==> src/rtl/hwt_scan_pkg.sv <==
// hwt_scan_pkg: shared types, sizes and golden function for the non_hwt cone scanner.
package hwt_scan_pkg;
    typedef enum logic [1:0] {IDLE, DRIVE, SAMPLE, DONE} state_t;
    localparam int NUM_VEC = 16;
    localparam int VEC_W = 4;
    localparam logic [NUM_VEC-1:0] GOLDEN_MAP = 16'hA888;
    function automatic logic golden(input logic [VEC_W-1:0] vec);
        return vec[0] & ((vec[3] & vec[2]) | vec[1]);
    endfunction
endpackage

==> src/rtl/hwt_scan_ctrl.sv <==
// hwt_scan_ctrl: exhaustive 16-vector scan of the non_hwt cone with golden compare.
// Optional HWT_SCAN_LOG_EN adds the per-vector fail_map port and register.
module hwt_scan_ctrl
    import hwt_scan_pkg::*;
#(
    parameter int SETTLE_CYCLES = 2
) (
    input  logic             clk,
    input  logic             rst,
    input  logic             start,
    input  logic             abort,
    input  logic             dut_y,
    output logic [VEC_W-1:0] vec_out,
    output logic             busy,
    output logic             done,
    output logic             pass,
    output logic [4:0]       err_cnt,
    output logic [VEC_W-1:0] first_fail,
    output logic             first_fail_vld
`ifdef HWT_SCAN_LOG_EN
    ,
    output logic [NUM_VEC-1:0] fail_map
`endif
);
    localparam logic [3:0] SETTLE = 4'(SETTLE_CYCLES);

    state_t           state, state_d;
    logic [VEC_W-1:0] idx, idx_d, ff_d, vec_d;
    logic [3:0]       cnt, cnt_d;
    logic [4:0]       err_d;
    logic             ffv_d, busy_d, done_d, pass_d, mis;
`ifdef HWT_SCAN_LOG_EN
    logic [NUM_VEC-1:0] map_d;
`endif

    always_ff @(posedge clk) begin
        if (rst) begin
            state          <= IDLE;
            idx            <= '0;
            cnt            <= '0;
            err_cnt        <= '0;
            first_fail     <= '0;
            first_fail_vld <= 1'b0;
            vec_out        <= '0;
            busy           <= 1'b0;
            done           <= 1'b0;
            pass           <= 1'b0;
        end else begin
            state          <= state_d;
            idx            <= idx_d;
            cnt            <= cnt_d;
            err_cnt        <= err_d;
            first_fail     <= ff_d;
            first_fail_vld <= ffv_d;
            vec_out        <= vec_d;
            busy           <= busy_d;
            done           <= done_d;
            pass           <= pass_d;
        end
    end

`ifdef HWT_SCAN_LOG_EN
    always_ff @(posedge clk) begin
        if (rst) fail_map <= '0;
        else     fail_map <= map_d;
    end
`endif

    always_comb begin
        state_d = state;
        idx_d   = idx;
        cnt_d   = cnt;
        err_d   = err_cnt;
        ff_d    = first_fail;
        ffv_d   = first_fail_vld;
`ifdef HWT_SCAN_LOG_EN
        map_d   = fail_map;
`endif
        mis     = dut_y != golden(idx);
        if (abort) begin
            state_d = IDLE;
        end else begin
            unique case (state)
                IDLE, DONE: if (start) begin
                    state_d = DRIVE;
                    idx_d   = '0;
                    cnt_d   = SETTLE;
                    err_d   = '0;
                    ff_d    = '0;
                    ffv_d   = 1'b0;
`ifdef HWT_SCAN_LOG_EN
                    map_d   = '0;
`endif
                end
                DRIVE: begin
                    cnt_d   = cnt - 4'd1;
                    state_d = (cnt <= 4'd1) ? SAMPLE : DRIVE;
                end
                SAMPLE: begin
                    if (mis) begin
                        err_d = err_cnt + 5'd1;
`ifdef HWT_SCAN_LOG_EN
                        map_d[idx] = 1'b1;
`endif
                        ff_d  = first_fail_vld ? first_fail : idx;
                        ffv_d = 1'b1;
                    end
                    state_d = (idx == 4'd15) ? DONE : DRIVE;
                    idx_d   = (idx == 4'd15) ? idx : idx + 4'd1;
                    cnt_d   = SETTLE;
                end
                default: state_d = IDLE;
            endcase
        end
        // Outputs are registered from next-state so they line up with the state they describe.
        busy_d = (state_d == DRIVE) || (state_d == SAMPLE);
        vec_d  = busy_d ? idx_d : '0;
        done_d = state_d == DONE;
        pass_d = done_d && (err_d == 5'd0);
    end
endmodule

==> config.mk <==
export PLATFORM = sky130hd
export DESIGN_NAME = hwt_scan_ctrl
export DESIGN_NICKNAME = d
export VERILOG_FILES = /design/src/rtl/hwt_scan_pkg.sv /design/src/rtl/hwt_scan_ctrl.sv
export SDC_FILE = /design/constraint.sdc
export NUM_CORES = 1
export LEC_CHECK = 0
export ABC_AREA = 0
export CAP_MARGIN = 10
export CORE_ASPECT_RATIO = 0.5
export CORE_MARGIN = 2
export CORE_UTILIZATION = 29
export DETAILED_ROUTE_END_ITERATION = 7
export PLACE_DENSITY = 0.58
export SLEW_MARGIN = 10
export SYNTH_ARGS = -nofsm -noshare
export SYNTH_HDL_FRONTEND = slang
export SYNTH_SLANG_ARGS = --single-unit
==> constraint.sdc <==
create_clock -name clk -period 2.68 [get_ports clk]
set_input_delay 0.402 -clock clk [delete_from_list [all_inputs] [get_ports clk]]
set_output_delay 0.402 -clock clk [all_outputs]
set_load 0.005 [all_outputs]
==> impl_metrics.py, run 1 <==
metrics = {
    "run_status": {
        "status": "completed",
    },
    "clock_network": {
        "cts_setup_buffers": 0,
        "cts_tree": "built",
        "root_buffer": "clkbuf_8",
        "clk_pin_slew_worst_paths_ns": 0.09,
        "ctsResizeCount": 0,
        "cts_buffers": 3,
        "worstSkewPairLatency_ns": 0.27,
        "clock_path_buffers": 2,
        "clock-sinks": 27,
        "cts_hold_buf": 0,
        "htree_levels": 1,
    },
    "final_layout": {
        "final_util": 0.379,
        "finalNonFillerCells": 244,
        "fin_nets": 191,
        "fillCellCount": 469,
        "area.growth.synth_to_final_pct": 22.9,
        "design_area_um2": 1700,
        "drive_above_1_share": 0.0843,
        "diodes": 0,
    },
    "sta": {
        "fin_ws_ns": 0.444,
        "fin_crit_ns": 2.24,
        "fin_setup_tns_ns": 0,
        "tightest_slew_ns": 0.586,
        "fmaxAchievable_ghz": 0.447,
        "grt_setup_unrepaired": "no",
        "setup_viol": 0,
        "fin_crit_sh": 0.834,
        "slew_violations": 0,
        "report.final.hold_viol_count": 0,
        "slew_headroom": 0.610,
        "hold_slack_ns": 0.504,
        "skew_ns": 0.00432,
    },
    "min_path": {
        "hold_depth": 2,
        "hp-class": "reg2reg",
        "min_to": "cnt[2]",
        "hp-start": "cnt[2]",
    },
    "global_routing": {
        "gr-usage-all-layers": 0.121,
        "grt_max_degree": 16,
        "grt_pass1_wl_um": 4950,
        "grt.overflow.total": 0,
        "grt_pass1_vias": 1075,
        "antenna_found_initial": 0,
    },
    "setup_path": {
        "worst_setup_path_end_kind": "flip-flop",
        "worst-path-buf-inv": 1,
        "regToRegSetupSlack_ns": 0.44,
        "cp_max_fo": 5,
        "crit_path_top_delay_cell": "dfxtp_1",
        "ff2ff_path_depth": 10,
        "r2r-end": "pass",
        "critical_path_class": "reg2reg",
        "critPathMaxStageDelay_ns": 0.42,
        "crit_chain": "inv_1, ha_1, or2_2, a21oi_1, nor3_1, nor3_1, ha_1, nor2b_1, o221ai_1, nor4_2",
        "start_kind": "flip-flop",
        "worstPathRequired_ns": 2.87,
        "r2r-start": "cnt[0]",
        "cpLargestDelayFamily": "simple AND/OR/NAND/NOR gates",
        "crit_arrival_ns": 2.43,
    },
    "place": {
        "place.gp.congestion": 0.773,
        "placed_cells": 240,
        "dp_hpwl_um": 2220,
        "dp_slack_ns": 0.322,
        "io_buffers": 21,
        "dpl_cell_area_um2": 1650,
    },
    "routing": {
        "drt-initial-drc-count": 55,
        "vias_per_cell": 4.86,
        "drt_drc_violations_left": 0,
        "wl_per_cell_um": 12.2,
        "dr_total_vias": 1186,
        "ant_nets": 0,
        "wl_um": 2980,
        "firstDrtPassIters": 4,
    },
    "die": {
        "coreArea_um2": 4490,
        "die_w_um": 102,
        "initial_core_util": 0.308,
        "die_h_um": 52.8,
        "die_area_um2": 5370,
        "ioPinCount": 22,
        "std_cell_rows": 17,
    },
    "pwr": {
        "powerDensity_nw_per_um2": 426,
        "p_leak_nw": 0.590,
        "ir_drop_uv": 185,
        "total_power_uw": 724,
    },
    "yosys": {
        "avgSynthCellArea_um2": 8.81,
        "syn_area_um2": 1380,
        "ys_ff_latch": 27,
        "syn_inst": 157,
        "synth_fp_nets": 169,
        "synth.distinct_cells": 41,
        "synth-edff-count": 0,
        "synth_ff_type": "dfxtp_1",
        "ys_seq_area_frac": 0.391,
        "ys_warn_count": 0,
        "synthArstFlopShare": 0,
    },
    "run": {
        "drv_cap": 0,
    },
}
## sequential cells by signal, indices dropped and copies added (netlist names)
name,flops
idx,4
cnt,4
vec_out,4
done,1
pass,1
busy,1
state,2
first_fail_vld,1
first_fail,4
err_cnt,5
## how the worst max path moves through the flow
stage / cells past startpoint / endpoint / slack [ns] / start
floorplan: 10 / pass / 0.67 / cnt[0]
global placement: 5 / first_fail[1] / 0.36 / abort
detailed placement: 5 / first_fail[1] / 0.32 / abort
CTS: 10 / pass / 0.43 / cnt[0]
global route: 7 / first_fail[1] / 0.18 / state[0]
finish: 10 / pass / 0.44 / cnt[0]
## metal layers
| layer | wire, µm | vias to the layer above | track usage | part of all wire |
|---|---|---|---|---|
| met5 | 0 | - | 0 | 0 |
| met4 | 27 | 0 | 0.0405 | 0.0091 |
| met3 | 110 | 2 | 0.0347 | 0.037 |
| met2 | 1270 | 18 | 0.181 | 0.43 |
| met1 | 1570 | 550 | 0.165 | 0.53 |
| li1 | - | 616 | - | - |
## placed cells by master (no fill, tap or decap), types with 3 or more instances in the layout
cell,synthesis,final
dfxtp_1,27,27
clkdlybuf4s50_1,0,21
nor2_1,14,14
o21ai_0,10,10
a21oi_1,9,9
nor3_1,9,9
nor2b_1,9,9
inv_1,8,8
ha_1,7,7
nand2_1,6,6
a22oi_1,5,5
nand3b_1,5,5
nand3_1,5,5
and2_1,4,4
nor4_1,4,4
clkbuf_8,0,3
buf_4,0,3
## logic make-up (layout without fill, tap and decap cells)
logic type | after synthesis | after routing | share of synthesized area
AND/OR/NAND/NOR | 67 | 67 | 0.285
buffers and inverters | 15 | 36 | 0.0543
adder cells (fa/ha/maj) | 7 | 7 | 0.0633
AO/OA/AOI/OAI | 40 | 40 | 0.200
XOR/XNOR | 1 | 1 | 0.00634
flip-flops | 27 | 27 | 0.391
## worst register-to-register path: cells and delay by family, from the launching register on
family	cells	cell delay, ns
buffers and inverters	1	0.07
AND/OR/NAND/NOR	5	0.98
AO/OA/AOI/OAI	2	0.31
adder cells (fa/ha/maj)	2	0.38
flip-flops	1	0.42
## Yosys cell counts (2+ instances only)
cell type	n	share of area
nor3_1	9	0.033
a31oi_1	2	0.0090
buf_6	2	0.016
and2_1	4	0.018
clkbuf_1	2	0.0054
o211ai_1	2	0.011
nor4_1	4	0.018
nand3b_1	5	0.027
or2_2	2	0.0090
nand3_1	5	0.018
nor2_1	14	0.038
o21ai_0	10	0.036
a21oi_1	9	0.033
buf_2	2	0.0072
nand2_1	6	0.016
ha_1	7	0.063
inv_1	8	0.022
nor2b_1	9	0.041
dfxtp_1	27	0.39
a32oi_1	2	0.013
a22oi_1	5	0.027
a211oi_1	2	0.011
## report_power, final
| group | total (mW) | switching [mW] | internal, mW | leakage, nW |
|---|---|---|---|---|
| registers | 0.412 | 0.00531 | 0.407 | 0.218 |
| clock network | 0.234 | 0.130 | 0.104 | 0.0255 |
| logic | 0.0775 | 0.0426 | 0.0348 | 0.346 |
| total | 0.724 | 0.178 | 0.546 | 0.590 |
## layout make-up
class                      count  area (µm²)  area share
multi-input combinational    115         767       0.451
sequential                    27         541       0.318
timing repair buffer          24         233       0.137
tap                           66        82.6      0.0486
clock buffer                   3        41.3      0.0243
inverter                       8        30.0      0.0177
clock inverter                 1        5.00     0.00295
Power figures use the tool's default switching activity.
==> run 2: changes to the inputs <==
==> constraint.sdc (replaced) <==
create_clock -name clk -period 2.3 [get_ports clk]
set_input_delay 0.345 -clock clk [delete_from_list [all_inputs] [get_ports clk]]
set_output_delay 0.345 -clock clk [all_outputs]
set_load 0.005 [all_outputs]
==> run 2 against run 1 <==
Against the previous run: clock skew increased by 0.0010 ns; sequential share of layout area decreased by 0.90 points; via count increased by 3.0%; cell area increased by 3.4%; die area unchanged; final cell count increased by 2.9%; core utilization increased by 1.3 points; fmax increased by 5.8%; total power increased by 18%; global-route usage decreased by 0.13 points; flip-flop and latch count unchanged; sequential power increased by 17%; largest power group unchanged.
==> impl_metrics.py, run 2 (same netlist as run 1, synthesis figures left out) <==
metrics = {
    "die": {
        "ioPinCount": 22,
        "std_cell_rows": 17,
        "die_w_um": 102,
        "initial_core_util": 0.308,
        "coreArea_um2": 4490,
        "die_area_um2": 5370,
        "die_h_um": 52.8,
    },
    "routing": {
        "wl_per_cell_um": 12.0,
        "firstDrtPassIters": 5,
        "drt_drc_violations_left": 0,
        "ant_nets": 0,
        "dr_total_vias": 1221,
        "wl_um": 3020,
        "vias_per_cell": 4.86,
        "drt-initial-drc-count": 36,
    },
    "run": {
        "drv_cap": 0,
    },
    "clock_network": {
        "cts_tree": "built",
        "clock_path_buffers": 2,
        "worstSkewPairLatency_ns": 0.27,
        "cts_hold_buf": 0,
        "cts_buffers": 3,
        "htree_levels": 1,
        "ctsResizeCount": 0,
        "clk_pin_slew_worst_paths_ns": 0.10,
        "root_buffer": "clkbuf_8",
        "clock-sinks": 27,
        "cts_setup_buffers": 0,
    },
    "sta": {
        "fin_ws_ns": 0.187,
        "slew_violations": 0,
        "fin_crit_ns": 2.11,
        "fin_setup_tns_ns": 0,
        "skew_ns": 0.00534,
        "fin_crit_sh": 0.919,
        "report.final.hold_viol_count": 0,
        "setup_viol": 0,
        "hold_slack_ns": 0.506,
        "fmaxAchievable_ghz": 0.473,
        "tightest_slew_ns": 0.550,
        "grt_setup_unrepaired": "no",
        "slew_headroom": 0.633,
    },
    "final_layout": {
        "diodes": 0,
        "drive_above_1_share": 0.130,
        "design_area_um2": 1760,
        "area.growth.synth_to_final_pct": 27.1,
        "final_util": 0.391,
        "fin_nets": 198,
        "multi_input_area_um2": 767,
        "seqCellArea_um2": 543,
        "largest-register": "err_cnt",
        "final_common_cell": "dfxtp_1",
        "final_cell_mix": "dfxtp_1 (25), clkdlybuf4s50_1 (21), nor2_1 (14)",
        "fillCellCount": 463,
        "largest_register_ffs": 5,
    },
    "setup_path": {
        "crit_chain": "inv_1, ha_1, nor2b_1, or3_1, a211o_1, nor4_2",
        "worst-path-buf-inv": 1,
        "critPathMaxStageDelay_ns": 0.49,
        "crit_path_top_delay_cell": "or3_1",
        "cpLargestDelayFamily": "simple AND/OR/NAND/NOR gates",
        "crit_arrival_ns": 2.30,
        "cp_max_fo": 9,
        "worst_setup_path_end_kind": "flip-flop",
        "critical_path_class": "reg2reg",
        "worstPathRequired_ns": 2.49,
        "start_kind": "flip-flop",
    },
    "place": {
        "io_buffers": 21,
        "place.gp.congestion": 0.799,
        "dp_hpwl_um": 2290,
        "dp_slack_ns": 0.0486,
        "dpl_cell_area_um2": 1710,
    },
    "global_routing": {
        "grt_max_degree": 18,
        "grt_pass1_vias": 1101,
        "busiest_layer": "met2",
        "grtUsageMet1": 0.157,
        "grt_pass1_wl_um": 5000,
        "antenna_found_initial": 0,
        "grt_use_met2": 0.196,
        "gr-usage-met3": 0.0347,
        "gr-usage-all-layers": 0.119,
        "grt.overflow.total": 0,
    },
    "pwr": {
        "p_leak_nw": 0.623,
        "powerDensity_nw_per_um2": 487,
        "ir_drop_uv": 238,
    },
    "min_path": {
        "hp-class": "reg2reg",
    },
    "run_status": {
        "status": "completed",
    },
}
## run 2: per-layer routing
layer | part of all wire | vias up | routed length (µm)
li1 | - | 623 | -
met1 | 0.51 | 579 | 1550
met2 | 0.45 | 19 | 1360
met3 | 0.038 | 0 | 116
met4 | 0 | 0 | 0
met5 | 0 | - | 0
## run 2: tightest hold or removal path, delay by kind of cell, from the launching register on
family	cells	cell delay (ns)
flops	1	0.35
compound gates	1	0.05
simple gates	1	0.06
## run 2: path summary, 6_finish.rpt
| path | startpoint | endpoint | slack, ns | depth (start not counted) |
|---|---|---|---|---|
| min reg2reg | cnt[2] | cnt[2] | 0.51 | 2 |
| max reg2reg | state[0] | pass | 0.19 | 6 |
| max | state[0] | pass | 0.19 | 6 |
| min | cnt[2] | cnt[2] | 0.51 | 2 |
## run 2: layout make-up
type,count,share of cell area
multi-input combinational,115,0.437
sequential,27,0.309
timing repair buffer,31,0.162
tap,66,0.0470
clock buffer,3,0.0235
inverter,8,0.0171
clock inverter,1,0.00427
## run 2: through the flow
| step | instances | total power [mW] |
|---|---|---|
| finish | 251 | 0.855 |
| global route | 251 | 0.901 |
| floorplan | 157 | 0.555 |
| CTS | 251 | 0.866 |
| detailed placement | 247 | 0.589 |
| global placement | 247 | 0.588 |
## run 2: power by group
part | total [mW] | internal, mW | switching, mW
clock | 0.276 | 0.123 | 0.153
sequential | 0.481 | 0.475 | 0.00612
combinational | 0.0976 | 0.0458 | 0.0518
total | 0.855 | 0.644 | 0.211
==> run 3: changes to the inputs <==
--- a/config.mk
+++ b/config.mk
@@ -12,6 +12,7 @@
 export CORE_UTILIZATION = 29
 export DETAILED_ROUTE_END_ITERATION = 7
 export PLACE_DENSITY = 0.58
+export SKIP_LAST_GASP = 1
 export SLEW_MARGIN = 10
 export SYNTH_ARGS = -nofsm -noshare
 export SYNTH_HDL_FRONTEND = slang
==> results of run 3 <==
No change in the layout: final DEF, timing and power equal those of run 2.
==> patch (flow settings as in run 2) <==
Change the package constant `VEC_W` from 4 to 6.
--- a/src/rtl/hwt_scan_pkg.sv
+++ b/src/rtl/hwt_scan_pkg.sv
@@ -3,5 +3,5 @@
     typedef enum logic [1:0] {IDLE, DRIVE, SAMPLE, DONE} state_t;
     localparam int NUM_VEC = 16;
-    localparam int VEC_W = 4;
+    localparam int VEC_W = 6;
     localparam logic [NUM_VEC-1:0] GOLDEN_MAP = 16'hA888;
     function automatic logic golden(input logic [VEC_W-1:0] vec);
Ports: changed (resized first_fail and vec_out); port bits go from 22 to 26. The function was not compared with the original's and may differ.
==> patch against run 2 <==
Synthesized cell count increased by 7.6%; sequential share of layout area grew 1.8 points; routed wire length grew 16%; total power grew 30%; sequential cell count is 6 higher; critical path depth rose by 1; clock skew down 2.2 ps; first-iteration DRC count rose by 25%; cell area up 15%; setup slack got worse by 17 ps; area after synthesis rose by 11%; global-route usage is 0.63 points higher; largest cell class unchanged; largest power group unchanged.
==> patch: results (changes against run 2) <==
Status
  • Status: completed (unchanged)

Pwr
  • Peak supply drop: 0.0002213 V (was 0.0002382 V)
  • Static Leak: 0.7603 nW (was 0.6230 nW)

Clocking
  • H-tree depth: 2 (was 1)
  • CTS Buf Count: 5 (was 3)
  • Worst-path clk slew: 70 ps (was 100 ps)

Placed design
  • Placer Congestion: 0.8165 (was 0.7988)
  • HPWL Detailed: 2.652 mm (was 2.292 mm)
  • Worst slack, placed: 78.66 ps (was 48.55 ps)

Final layout
  • Final net count: 221 (was 198)
  • Final Instance Count excl. Fillers: 280 (was 251)

Global routing
  • First-pass GRT wire length: 5.906 mm (was 5.002 mm)
  • Total track usage: 12.56% (was 11.93%)

Synth
  • Cells after synthesis: 169 (was 157)
  • Syn nets: 181 (was 169)
  • Synth area leaders: dfxtp_1, ha_1, nor2_1 (was dfxtp_1, ha_1, nor2b_1)
  • Seq/Total Area, Yosys: 43.14% (was 39.10%)
  • Synth top cells by count: dfxtp_1, nor2_1, a21oi_1, nor3_1, inv_1 (was dfxtp_1, nor2_1, o21ai_0)
  • Post-synthesis register bit count: 33 (was 27)
  • Netlist cell types: 39 (was 41)

Timing
  • Hold slack: 475.1 ps (was 505.9 ps)
  • Max Clk Rate: 469.4 MHz (was 473.3 MHz)
  • Worst slew pin tran: 649.6 ps (was 550.2 ps)
  • Skew final: 3.134 ps (was 5.335 ps)

Setup path
  • Worst R2R Path Depth: 7 (was 6)
  • Critical path peak fanout: 5 (was 9)
  • Flop-to-flop setup slack: 170 ps (was 190 ps)
  • Arrival @ worst endpoint: 2360 ps (was 2300 ps)

Hold path
  • Hold Crit Start: first_fail[2] (was cnt[2])
  • WHS Path Cells: 1 (was 2)
  • Hold Path Sink: first_fail[2] (was cnt[2])

Drt
  • Routed wire per std cell: 12.56 um (was 12.03 um)
  • DR iter-0 viols: 45 (was 36)
  • TritonRoute pass-1 iters: 4 (was 5)
## patch: area by class of cell
cell class                      instances  area (um2)
Tap cell                               70       87.58
Fill cell                             511        2979
Clock buffer                            6       72.57
Multi-Input combinational cell        120       793.3
Inverter                                9       33.78
Clock inverter                          2       10.01
Timing Repair Buffer                   40       362.8
Sequential cell                        33       660.6
## patch: worst max path at each step
stage                         end     start
floorplan                    pass  state[1]
global placement             pass     abort
detailed placement           pass     dut_y
CTS                          pass  state[0]
global route        first_fail[4]  state[1]
finish                       pass  state[0]
## patch: power by group through the flow
stage	registers [mW]	logic (mW)	clock network (mW)
2_1_floorplan	0.600	0.0664	0
3_3_place_gp	0.601	0.105	0
3_5_place_dp	0.601	0.106	0
4_1_cts	0.588	0.107	0.435
5_1_grt	0.589	0.120	0.464
6_report	0.588	0.107	0.419
## patch: kinds of logic (layout without fill, tap and decap cells)
logic type	Yosys count	in the layout	synth area share (%)
xor gates and xnor gates	3	3	1.716
DFF	33	33	43.14
AOI/OAI and AO/OA	35	35	17.16
buffers and inverters	16	57	5.064
and+or+nand+nor	72	72	25.00
muxes	3	3	2.206
adders and majority gates	7	7	5.719
## patch: routing by layer
layer	part of all wire [%]	vias up	track usage, %
li1	-	685	-
met1	52	630	17.04
met2	43	26	19.02
met3	4.1	4	4.014
met4	1.1	0	3.896
met5	0	-	0
## patch: worst max-delay path, stage by stage, from the launching register on
cell and delay (ps):
dfxtp_1 330, inv_1 60, ha_1 320, nor2b_1 190, or3_1 390, or3_1 360
a31oi_1 220, and4b_1 200
## patch: per-stage QoR
stage                     total power, mW  util (%)
final                               1.115     40.42
after detailed placement           0.7075     38.76
after global placement             0.7054     38.76
after global routing                1.173     40.42
after CTS                           1.130     40.42
after floorplan                    0.6664         -
